<file path="config.mk">
export PLATFORM = sky130hd
export DESIGN_NAME = uart_rx_fifo
export DESIGN_NICKNAME = d
export VERILOG_FILES = /design/src/rtl/uart_rx_fifo.sv
export SDC_FILE = /design/constraint.sdc
export NUM_CORES = 1
export LEC_CHECK = 0
export CORE_MARGIN = 2
export CORE_UTILIZATION = 52
export DETAILED_ROUTE_END_ITERATION = 16
export GPL_ROUTABILITY_DRIVEN = 0
export PLACE_DENSITY = 0.85
export REMOVE_ABC_BUFFERS = 1
export SYNTH_ARGS = -nofsm -noshare
export SYNTH_HDL_FRONTEND = slang
export SYNTH_SLANG_ARGS = --single-unit
</file>
<file path="constraint.sdc">
create_clock -name clk -period 2.6 [get_ports clk]
set_input_delay 0.52 -clock clk [delete_from_list [all_inputs] [get_ports clk]]
set_output_delay 0.52 -clock clk [all_outputs]
set_load 0.05 [all_outputs]
</file>
<file path="src/rtl/uart_rx_fifo.sv">
// UART receiver: 2-flop synchroniser, mid-bit sampling FSM with optional parity,
// and a first-word fall-through receive FIFO with sticky error flags.
module uart_rx_fifo #(
  parameter int DATA_BITS  = 8,
  parameter int FIFO_DEPTH = 4,
  parameter int DIV_WIDTH  = 24
) (
  input  logic                 clk,
  input  logic                 reset,
  input  logic                 rx,
  input  logic [DIV_WIDTH-1:0] div,
  input  logic                 parity_en,
  input  logic                 parity_odd,
  input  logic                 pull,
  input  logic                 clr_err,
  output logic [DATA_BITS-1:0] dout,
  output logic                 rx_empty,
  output logic                 rx_full,
  output logic                 frame_err,
  output logic                 parity_err,
  output logic                 overrun
);
  localparam int PW = $clog2(FIFO_DEPTH);
  localparam int CW = PW + 1;
  localparam int BW = $clog2(DATA_BITS + 1);

  typedef enum logic [2:0] {IDLE, START, DATA, PARITY, STOP} state_t;

  state_t               state_q, state_d;
  logic                 sync1_q, sync1_d, sync2_q, sync2_d, rs_prev_q, rs_prev_d;
  logic [DIV_WIDTH-1:0] cnt_q, cnt_d;
  logic [BW-1:0]        bit_cnt_q, bit_cnt_d;
  logic [DATA_BITS-1:0] shift_q, shift_d;
  logic                 par_bad_q, par_bad_d;
  logic [PW-1:0]        wr_ptr_q, wr_ptr_d, rd_ptr_q, rd_ptr_d;
  logic [CW-1:0]        count_q, count_d;
  logic                 frame_err_q, frame_err_d, parity_err_q, parity_err_d;
  logic                 overrun_q, overrun_d;
  logic [DATA_BITS-1:0] mem_q [FIFO_DEPTH];

  logic rs, sample, push, fe_evt, pe_evt, ovr_evt, full, push_ok, pull_ok;

  always_comb begin
    sync1_d   = rx;
    sync2_d   = sync1_q;
    rs_prev_d = sync2_q;
    rs        = sync2_q;
    state_d   = state_q;
    cnt_d     = cnt_q;
    bit_cnt_d = bit_cnt_q;
    shift_d   = shift_q;
    par_bad_d = par_bad_q;
    push      = 1'b0;
    fe_evt    = 1'b0;
    pe_evt    = 1'b0;
    sample    = (cnt_q == '0);
    case (state_q)
      // Only a genuine 1->0 transition starts a frame, so a held-low break
      // after a frame error cannot retrigger reception.
      IDLE: if (rs_prev_q && !rs) begin
        state_d   = START;
        cnt_d     = div >> 1;
        par_bad_d = 1'b0;
      end
      default: begin
        if (!sample) begin
          cnt_d = cnt_q - 1'b1;
        end else begin
          cnt_d = div;
          case (state_q)
            START: begin
              if (rs) state_d = IDLE;
              else begin
                state_d   = DATA;
                bit_cnt_d = '0;
              end
            end
            DATA: begin
              shift_d   = {rs, shift_q[DATA_BITS-1:1]};
              bit_cnt_d = bit_cnt_q + 1'b1;
              if (bit_cnt_q == BW'(DATA_BITS - 1))
                state_d = parity_en ? PARITY : STOP;
            end
            PARITY: begin
              par_bad_d = rs != (^shift_q ^ parity_odd);
              state_d   = STOP;
            end
            STOP: begin
              state_d = IDLE;
              if (!rs)           fe_evt = 1'b1;
              else if (par_bad_q) pe_evt = 1'b1;
              else               push   = 1'b1;
            end
            default: state_d = IDLE;
          endcase
        end
      end
    endcase
  end

  // A pull alongside a push frees the slot, so a full FIFO still accepts the word.
  always_comb begin
    full     = (count_q == CW'(FIFO_DEPTH));
    pull_ok  = pull && (count_q != '0);
    push_ok  = push && (!full || pull_ok);
    ovr_evt  = push && full && !pull;
    wr_ptr_d = push_ok ? wr_ptr_q + 1'b1 : wr_ptr_q;
    rd_ptr_d = pull_ok ? rd_ptr_q + 1'b1 : rd_ptr_q;
    count_d  = count_q + {{PW{1'b0}}, push_ok} - {{PW{1'b0}}, pull_ok};
    frame_err_d  = (frame_err_q  & ~clr_err) | fe_evt;
    parity_err_d = (parity_err_q & ~clr_err) | pe_evt;
    overrun_d    = (overrun_q    & ~clr_err) | ovr_evt;
  end

  always_ff @(posedge clk) begin
    if (reset) begin
      state_q      <= IDLE;
      sync1_q      <= 1'b1;
      sync2_q      <= 1'b1;
      rs_prev_q    <= 1'b1;
      cnt_q        <= '0;
      bit_cnt_q    <= '0;
      shift_q      <= '0;
      par_bad_q    <= 1'b0;
      wr_ptr_q     <= '0;
      rd_ptr_q     <= '0;
      count_q      <= '0;
      frame_err_q  <= 1'b0;
      parity_err_q <= 1'b0;
      overrun_q    <= 1'b0;
    end else begin
      state_q      <= state_d;
      sync1_q      <= sync1_d;
      sync2_q      <= sync2_d;
      rs_prev_q    <= rs_prev_d;
      cnt_q        <= cnt_d;
      bit_cnt_q    <= bit_cnt_d;
      shift_q      <= shift_d;
      par_bad_q    <= par_bad_d;
      wr_ptr_q     <= wr_ptr_d;
      rd_ptr_q     <= rd_ptr_d;
      count_q      <= count_d;
      frame_err_q  <= frame_err_d;
      parity_err_q <= parity_err_d;
      overrun_q    <= overrun_d;
    end
  end

  always_ff @(posedge clk) begin
    if (push_ok) mem_q[wr_ptr_q] <= shift_q;
  end

  assign dout       = (count_q == '0) ? '0 : mem_q[rd_ptr_q];
  assign rx_empty   = (count_q == '0);
  assign rx_full    = full;
  assign frame_err  = frame_err_q;
  assign parity_err = parity_err_q;
  assign overrun    = overrun_q;
endmodule

</file>
Yosys cells after proc, flatten, opt, wreduce, memory -nomap -nowiden
Memory sizes are Yosys's and may differ from the RTL's. A register that Yosys moved wholly into a read port is not among the register bits.
Index checks and enable logic that the tools add are counted.
{"block": "classes", "add_sub_neg": 6, "multipliers": 0, "n_div": 0, "magnitude_cmp": 0, "eq_ne": 10, "shifts": 0, "mux": 35, "bitwise_logic": 9, "n_reduce_logical": 21}
{"op": "$mux W24", "count": 3}
{"op": "$logic_not A24 Y1", "count": 1}
{"op": "$sub A24 B1 Y24 const B", "count": 1}
{"op": "$mux W1", "count": 20}
{"op": "$mux W3", "count": 5}
{"op": "$pmux W3 S3", "count": 1}
{"op": "$reduce_and A3 Y1", "count": 3}
{"op": "$mux W8", "count": 1}
{"op": "$pmux W4 S2", "count": 1}
{"op": "$reduce_xor A8 Y1", "count": 1}
{"op": "$eq A3 B2 Y1 const B", "count": 2}
{"op": "$eq A3 B3 Y1 const B", "count": 2}
{"op": "$logic_not A3 Y1", "count": 2}
{"op": "$mux W2", "count": 3}
{"op": "$reduce_bool A2 Y1", "count": 3}
{"op": "$logic_and A1 B1 Y1", "count": 5}
{"op": "$add A2 B1 Y2 const B", "count": 2}
{"op": "$add A4 B1 Y4 const B", "count": 1}
{"op": "$eq A4 B3 Y1 const B", "count": 1}
{"op": "$mux W4", "count": 1}
{"op": "$ne A2 B2 Y1 const B", "count": 2}
{"op": "$reduce_and A4 Y1", "count": 1}
{"op": "$add A3 B1 Y3", "count": 1}
{"op": "$and A1 B1 Y1", "count": 3}
{"op": "10 further kinds", "count": 15}
{"block": "totals", "register_bits": 53, "latch_bits": 0, "mem_bits_rw": 32, "mem_bits_ro": 0, "input_bits": 31, "output_inout_bits": 13, "word_cells": 96, "mem_count": 1}
{"name": "mem_q", "depth": 4, "word_bits": 8, "rd": 1, "rd_clocked_by_memory_dff": 1, "write_ports": 1, "line_no": "39", "source": "logic [DATA_BITS-1:0] mem_q [FIFO_DEPTH];"}

Logic depth before layout (Yosys ltp)
{"block": "depth", "ltp_word": 8, "ltp_mapped": 14, "depth_no_buf": 13}

Worst setup path before layout
OpenSTA, ideal clock, no wires.
{"block": "synth_timing", "path_type": "flip-flop to flip-flop", "start": "register count_q[1]", "end": "register count_q[2]", "setup_time_ps": 128, "t_arrival_ps": 2861, "setup_slack_ps": -389, "stages_incl_launch_ff": 11, "n_path_buf": 0, "path_cell_list": "dfxtp_1 -> nor3b_1 -> nor2b_1 -> nor4b_2 -> a21o_1 -> ha_1 -> inv_1 -> fa_1 -> xor2_1 -> xnor2_1 -> nor2_1"}
{"block": "synth_between", "elab_chain_len": 6}
{"item": "start: declaration", "line_no": "36", "source": "logic [CW-1:0] count_q, count_d;"}
{"item": "start signal: assignment", "line_no": "142", "source": "count_q <= count_d;"}
{"item": "$eq A3 B3 Y1", "line_no": "103", "source": "full = (count_q == CW'(FIFO_DEPTH));"}
{"item": "via rx_full", "line_no": "18", "source": "output logic rx_full,"}
{"item": "$logic_not A1 Y1", "line_no": "105", "source": "push_ok = push && (!full || pull_ok);"}
{"item": "$logic_or A1 B1 Y1", "line_no": "105"}
{"item": "$logic_and A1 B1 Y1", "line_no": "105"}
{"item": "$add A3 B1 Y3", "line_no": "109", "source": "count_d = count_q + {{PW{1'b0}}, push_ok} - {{PW{1'b0}}, pull_ok};"}
{"item": "$sub A3 B1 Y3", "line_no": "109"}
The timed path passes the listed nets, and every way through them passes these cells.
A chain may end at the register's enable or synchronous reset.

Final worst setup path
{"block": "layout_timing", "start": "register cnt_q[0]", "end": "register count_q[2]"}
{"block": "layout_between", "elab_chain_len": 6}
{"item": "start: declaration", "line_no": "31", "source": "logic [DIV_WIDTH-1:0] cnt_q, cnt_d;"}
{"item": "start signal: assignment", "line_no": "136", "source": "cnt_q <= cnt_d;"}
{"item": "$logic_not A24 Y1", "line_no": "56", "source": "sample = (cnt_q == '0);"}
{"item": "$mux W1", "line_no": "66", "source": "if (!sample) begin"}
{"item": "$mux W1", "line_no": "57", "source": "case (state_q)"}
{"item": "$logic_and A1 B1 Y1", "line_no": "105"}
{"item": "$add A3 B1 Y3", "line_no": "109"}
{"item": "$sub A3 B1 Y3", "line_no": "109"}
No other way between the ends.

==> impl_results.rst <==
.. list-table::
   :header-rows: 1

   * - Metric
     - Value
   * - Slew headroom
     - 64.1%
   * - Portion of the post-synthesis area used by sequential elements
     - 46.6%
   * - Clock network latency to the later pin of the worst-skew pair
     - 370 ps
   * - Net total in the final layout
     - 546
   * - Endpoints failing setup
     - 0
   * - Power per cell area
     - 799 nW/um^2
   * - Overall power consumption
     - 0.00433 W
   * - Most numerous cell on the critical path
     - sky130_fd_sc_hd__inv_2
   * - H-tree depth
     - 3
   * - Register clock-pin slew on the reported worst setup and hold paths
     - 90 ps
   * - Setup TNS Final
     - 0 ps
   * - Critical Path AT
     - 2840 ps
   * - Critical path capture point type
     - register
   * - Initial standard-cell utilization of the core
     - 53.9%
   * - Hpwl dp
     - 7.46 mm
   * - Async SR Flop Fraction
     - 0%
   * - Height of the die
     - 96.3 um
   * - Top routing layer in use
     - met4
   * - Count of cell types in the netlist
     - 58
   * - Outcome
     - complete, no violations
   * - Final period utilization
     - 99.6%
   * - Remaining number of nets flagged by the antenna check after routing
     - 0
   * - Synthesized area per cell
     - 10.1 um^2
   * - Total Die Area
     - 9270 um^2
   * - WL met1
     - 4.24 mm
   * - Number of register bits inferred by synthesis
     - 87
   * - ANT cells
     - 0
   * - Total of warnings raised by yosys
     - 0
   * - Final design instance area without fill
     - 5420 um^2
   * - Leakage power
     - 1.91 nW
   * - Average wire length per cell after detail routing
     - 17.1 um
   * - Placeable Area
     - 8220 um^2
   * - Number of antenna violations at the first check in global routing
     - 0
   * - Cells along the critical path
     - inv_2 -> ha_4 -> or4b_4 -> nor4_4 -> and2_4 -> a21oi_2 -> a21o_1 -> ha_2 -> inv_2 -> fa_2 -> xor2_2 -> xnor2_1 -> nor2_1
   * - Vias in the first global route
     - 3,653
   * - Worst path slowest cell
     - sky130_fd_sc_hd__or4b_4
   * - Area share of and/or/nand/nor cells after synthesis
     - 22.1%
   * - Worst Tran Pin Value
     - 538 ps
   * - Total detailed-routing wirelength
     - 10.5 mm
   * - EDFF count, synth
     - 32
   * - Post-synth design cell area
     - 4430 um^2
   * - Multiplexer fraction of the synthesized cell area
     - 7.46%
   * - Number of clock sinks
     - 87
   * - Routed length on met3
     - 653 um
   * - Synthesis-to-finish area growth
     - 22.4%
   * - Final count of pins violating max slew
     - 0
   * - Critical Path Start Type
     - register
   * - Fraction of final layout cells with drive strength greater than 1
     - 21.1%
   * - Commonest non-fill, non-tap cell in the layout
     - sky130_fd_sc_hd__dfxtp_1
   * - Number of hold violations in the final report
     - 0
   * - DRC marker count from the first detailed-route iteration
     - 221
   * - Aggregate global-route resource usage
     - 24.5%
   * - Worst EP required
     - 2850 ps
   * - Worst clock skew on the final layout
     - 10.4 ps
   * - Post-layout minimum cycle time
     - 2590 ps
   * - Number of vias in the routed layout
     - 3,748
   * - Deepest clock path buffer count
     - 2
   * - Global-route wire length before repair
     - 17.2 mm
   * - Dominant combinational cell family by area after synthesis
     - simple AND/OR/NAND/NOR gates
   * - Maximum number of pins on one net before global-route repair
     - 51
   * - TritonCTS buffer count
     - 9
   * - Via density per instance
     - 6.07
   * - Fill cell total of the finished layout
     - 604
   * - Number of remaining DRC errors
     - 0
   * - Placed standard-cell area
     - 5150 um^2
   * - Routed wire length on met2
     - 5.37 mm
   * - Complex-gate fraction of the synthesized area
     - 12.6%
   * - Post-route worst hold slack
     - 414 ps
   * - Maximum clock rate
     - 386 MHz
   * - Most used flip-flop cell after synthesis
     - sky130_fd_sc_hd__dfxtp_1
   * - Fraction of synthesized cell area in xor and xnor cells
     - 5.65%
   * - IO Port Bufs
     - 43
   * - Hold Crit Class
     - register to register
   * - Post-Synth Adder-Cell Area
     - 2.43%
   * - Cell row count
     - 33
   * - Setup repair after global routing missed its margin
     - yes
   * - Max-cap violations
     - 0
   * - First-pass detailed-route iteration total
     - 5
   * - Worst VDD drop
     - 0.460 mV
   * - Max FO, Critical Path
     - 3
   * - Number of top-level design ports
     - 44
   * - TritonCTS clock tree
     - built
   * - Cts hold-fix bufs
     - 0
   * - Clock root buffer master
     - sky130_fd_sc_hd__clkbuf_8
   * - Slowest stage delay, CP
     - 480 ps
   * - Die boundary width
     - 96.3 um
   * - Instance count of the mapped netlist
     - 440
   * - Residual overflow from global routing
     - 0
   * - Category of the most critical setup path
     - register to register
   * - Most used cells in the layout excluding fill and tap cells
     - sky130_fd_sc_hd__dfxtp_1 (51), sky130_fd_sc_hd__buf_4 (48), sky130_fd_sc_hd__nand2_1 (44)
[synthesized netlist by cell type, drive strengths merged (2+ instances only)]
cell type	instances	area share [%]
a211oi	3	0.51
a21oi	35	4.0
a221oi	11	2.2
a31o	2	0.40
a31oi	5	0.71
and2	6	0.88
buf	4	0.42
clkbuf	23	1.9
dfxtp	55	25
edfxtp	32	22
ha	7	2.0
inv	9	0.76
mux2i	15	3.4
mux4	8	4.1
nand2	44	3.7
nand2b	6	0.85
nand3	9	1.1
nand3b	3	0.51
nand4	6	0.85
nand4b	8	1.6
nor2	32	2.7
nor2b	15	2.1
nor3	8	1.1
nor3b	2	0.34
nor4	10	2.0
nor4b	2	0.54
o21ai	9	1.0
o221ai	6	1.2
o22ai	8	1.1
or2	4	0.56
or3	3	0.42
or3b	2	0.40
or4	7	1.3
or4b	2	0.54
xnor2	12	2.4
xor2	14	2.8
[routing by layer]
layer  GRT usage, %  up-vias
met5              0        -
met4           9.86        0
met3           6.11       26
met2           42.7      153
met1           28.9     1806
li1               -     1763
[layout make-up]
cell class | count | area [um^2] | area share, %
inverters | 9 | 33.8 | 0.623
flip-flops and latches | 87 | 2070 | 38.1
clock inverters | 6 | 43.8 | 0.808
repair buffers | 83 | 721 | 13.3
well taps | 105 | 131 | 2.42
clock buffers | 10 | 128 | 2.35
multi-input cells | 317 | 2300 | 42.4
[per-stage QoR]
step	utilization, %	cells	setup slack [ps]
after CTS	65.3	616	-37.5
after floorplan	-	413	-644
after global placement	62.7	597	37.2
final	66.0	617	9.92
after global routing	66.0	617	-130
after detailed placement	62.7	597	-72.0
[sequential cells by signal, summed over array words and instances, names as in the netlist, 2 cells and up, named ones only]
register	cells
count_q	3
state_q	3
mem_q	32
bit_cnt_q	4
wr_ptr_q	2
shift_q	8
rd_ptr_q	2
cnt_q	24
[critical path, delay by kind of cell, from the launching register on]
kind	cells	cell delay, ps
xor+xnor	2	280
simple gates	4	1000
flops	1	330
fa+ha+maj	3	510
buf+inv	2	120
compound gates	2	220
[kinds of logic after synthesis]
logic type,Yosys count
flip-flops,87
AND/OR/NAND/NOR,172
adder cells (fa/ha/maj),8
multiplexers,23
AO/OA/AOI/OAI,87
buffers and inverters,36
XOR/XNOR,27
[report_power, final]
group	switching, W	internal [W]
logic	0.00104	0.000806
clock network	0.000517	0.000353
registers	0.000130	0.00149
[final timing paths]
check / end / startpoint / slack, ps / cells after the start
setup / recovery: count_q[2]$_SDFF_PP0_ / cnt_q[0]$_SDFFE_PP0P_ / 10 / 13
setup reg to reg: count_q[2]$_SDFF_PP0_ / cnt_q[0]$_SDFFE_PP0P_ / 10 / 13
hold / removal: rs$_SDFF_PP1_ / sync1_q$_SDFF_PP1_ / 410 / 1
hold reg to reg: rs$_SDFF_PP1_ / sync1_q$_SDFF_PP1_ / 410 / 1
[what timing repair did]
action | 4_1_cts | 5_1_grt
gates resized for setup | 11 | 9
endpoints found under the setup margin | 1 | 10
hold endpoints to repair | 0 | 0
setup buffers | 3 | 1
pin swaps | 6 | 4
(Power assumes the default switching activity.)
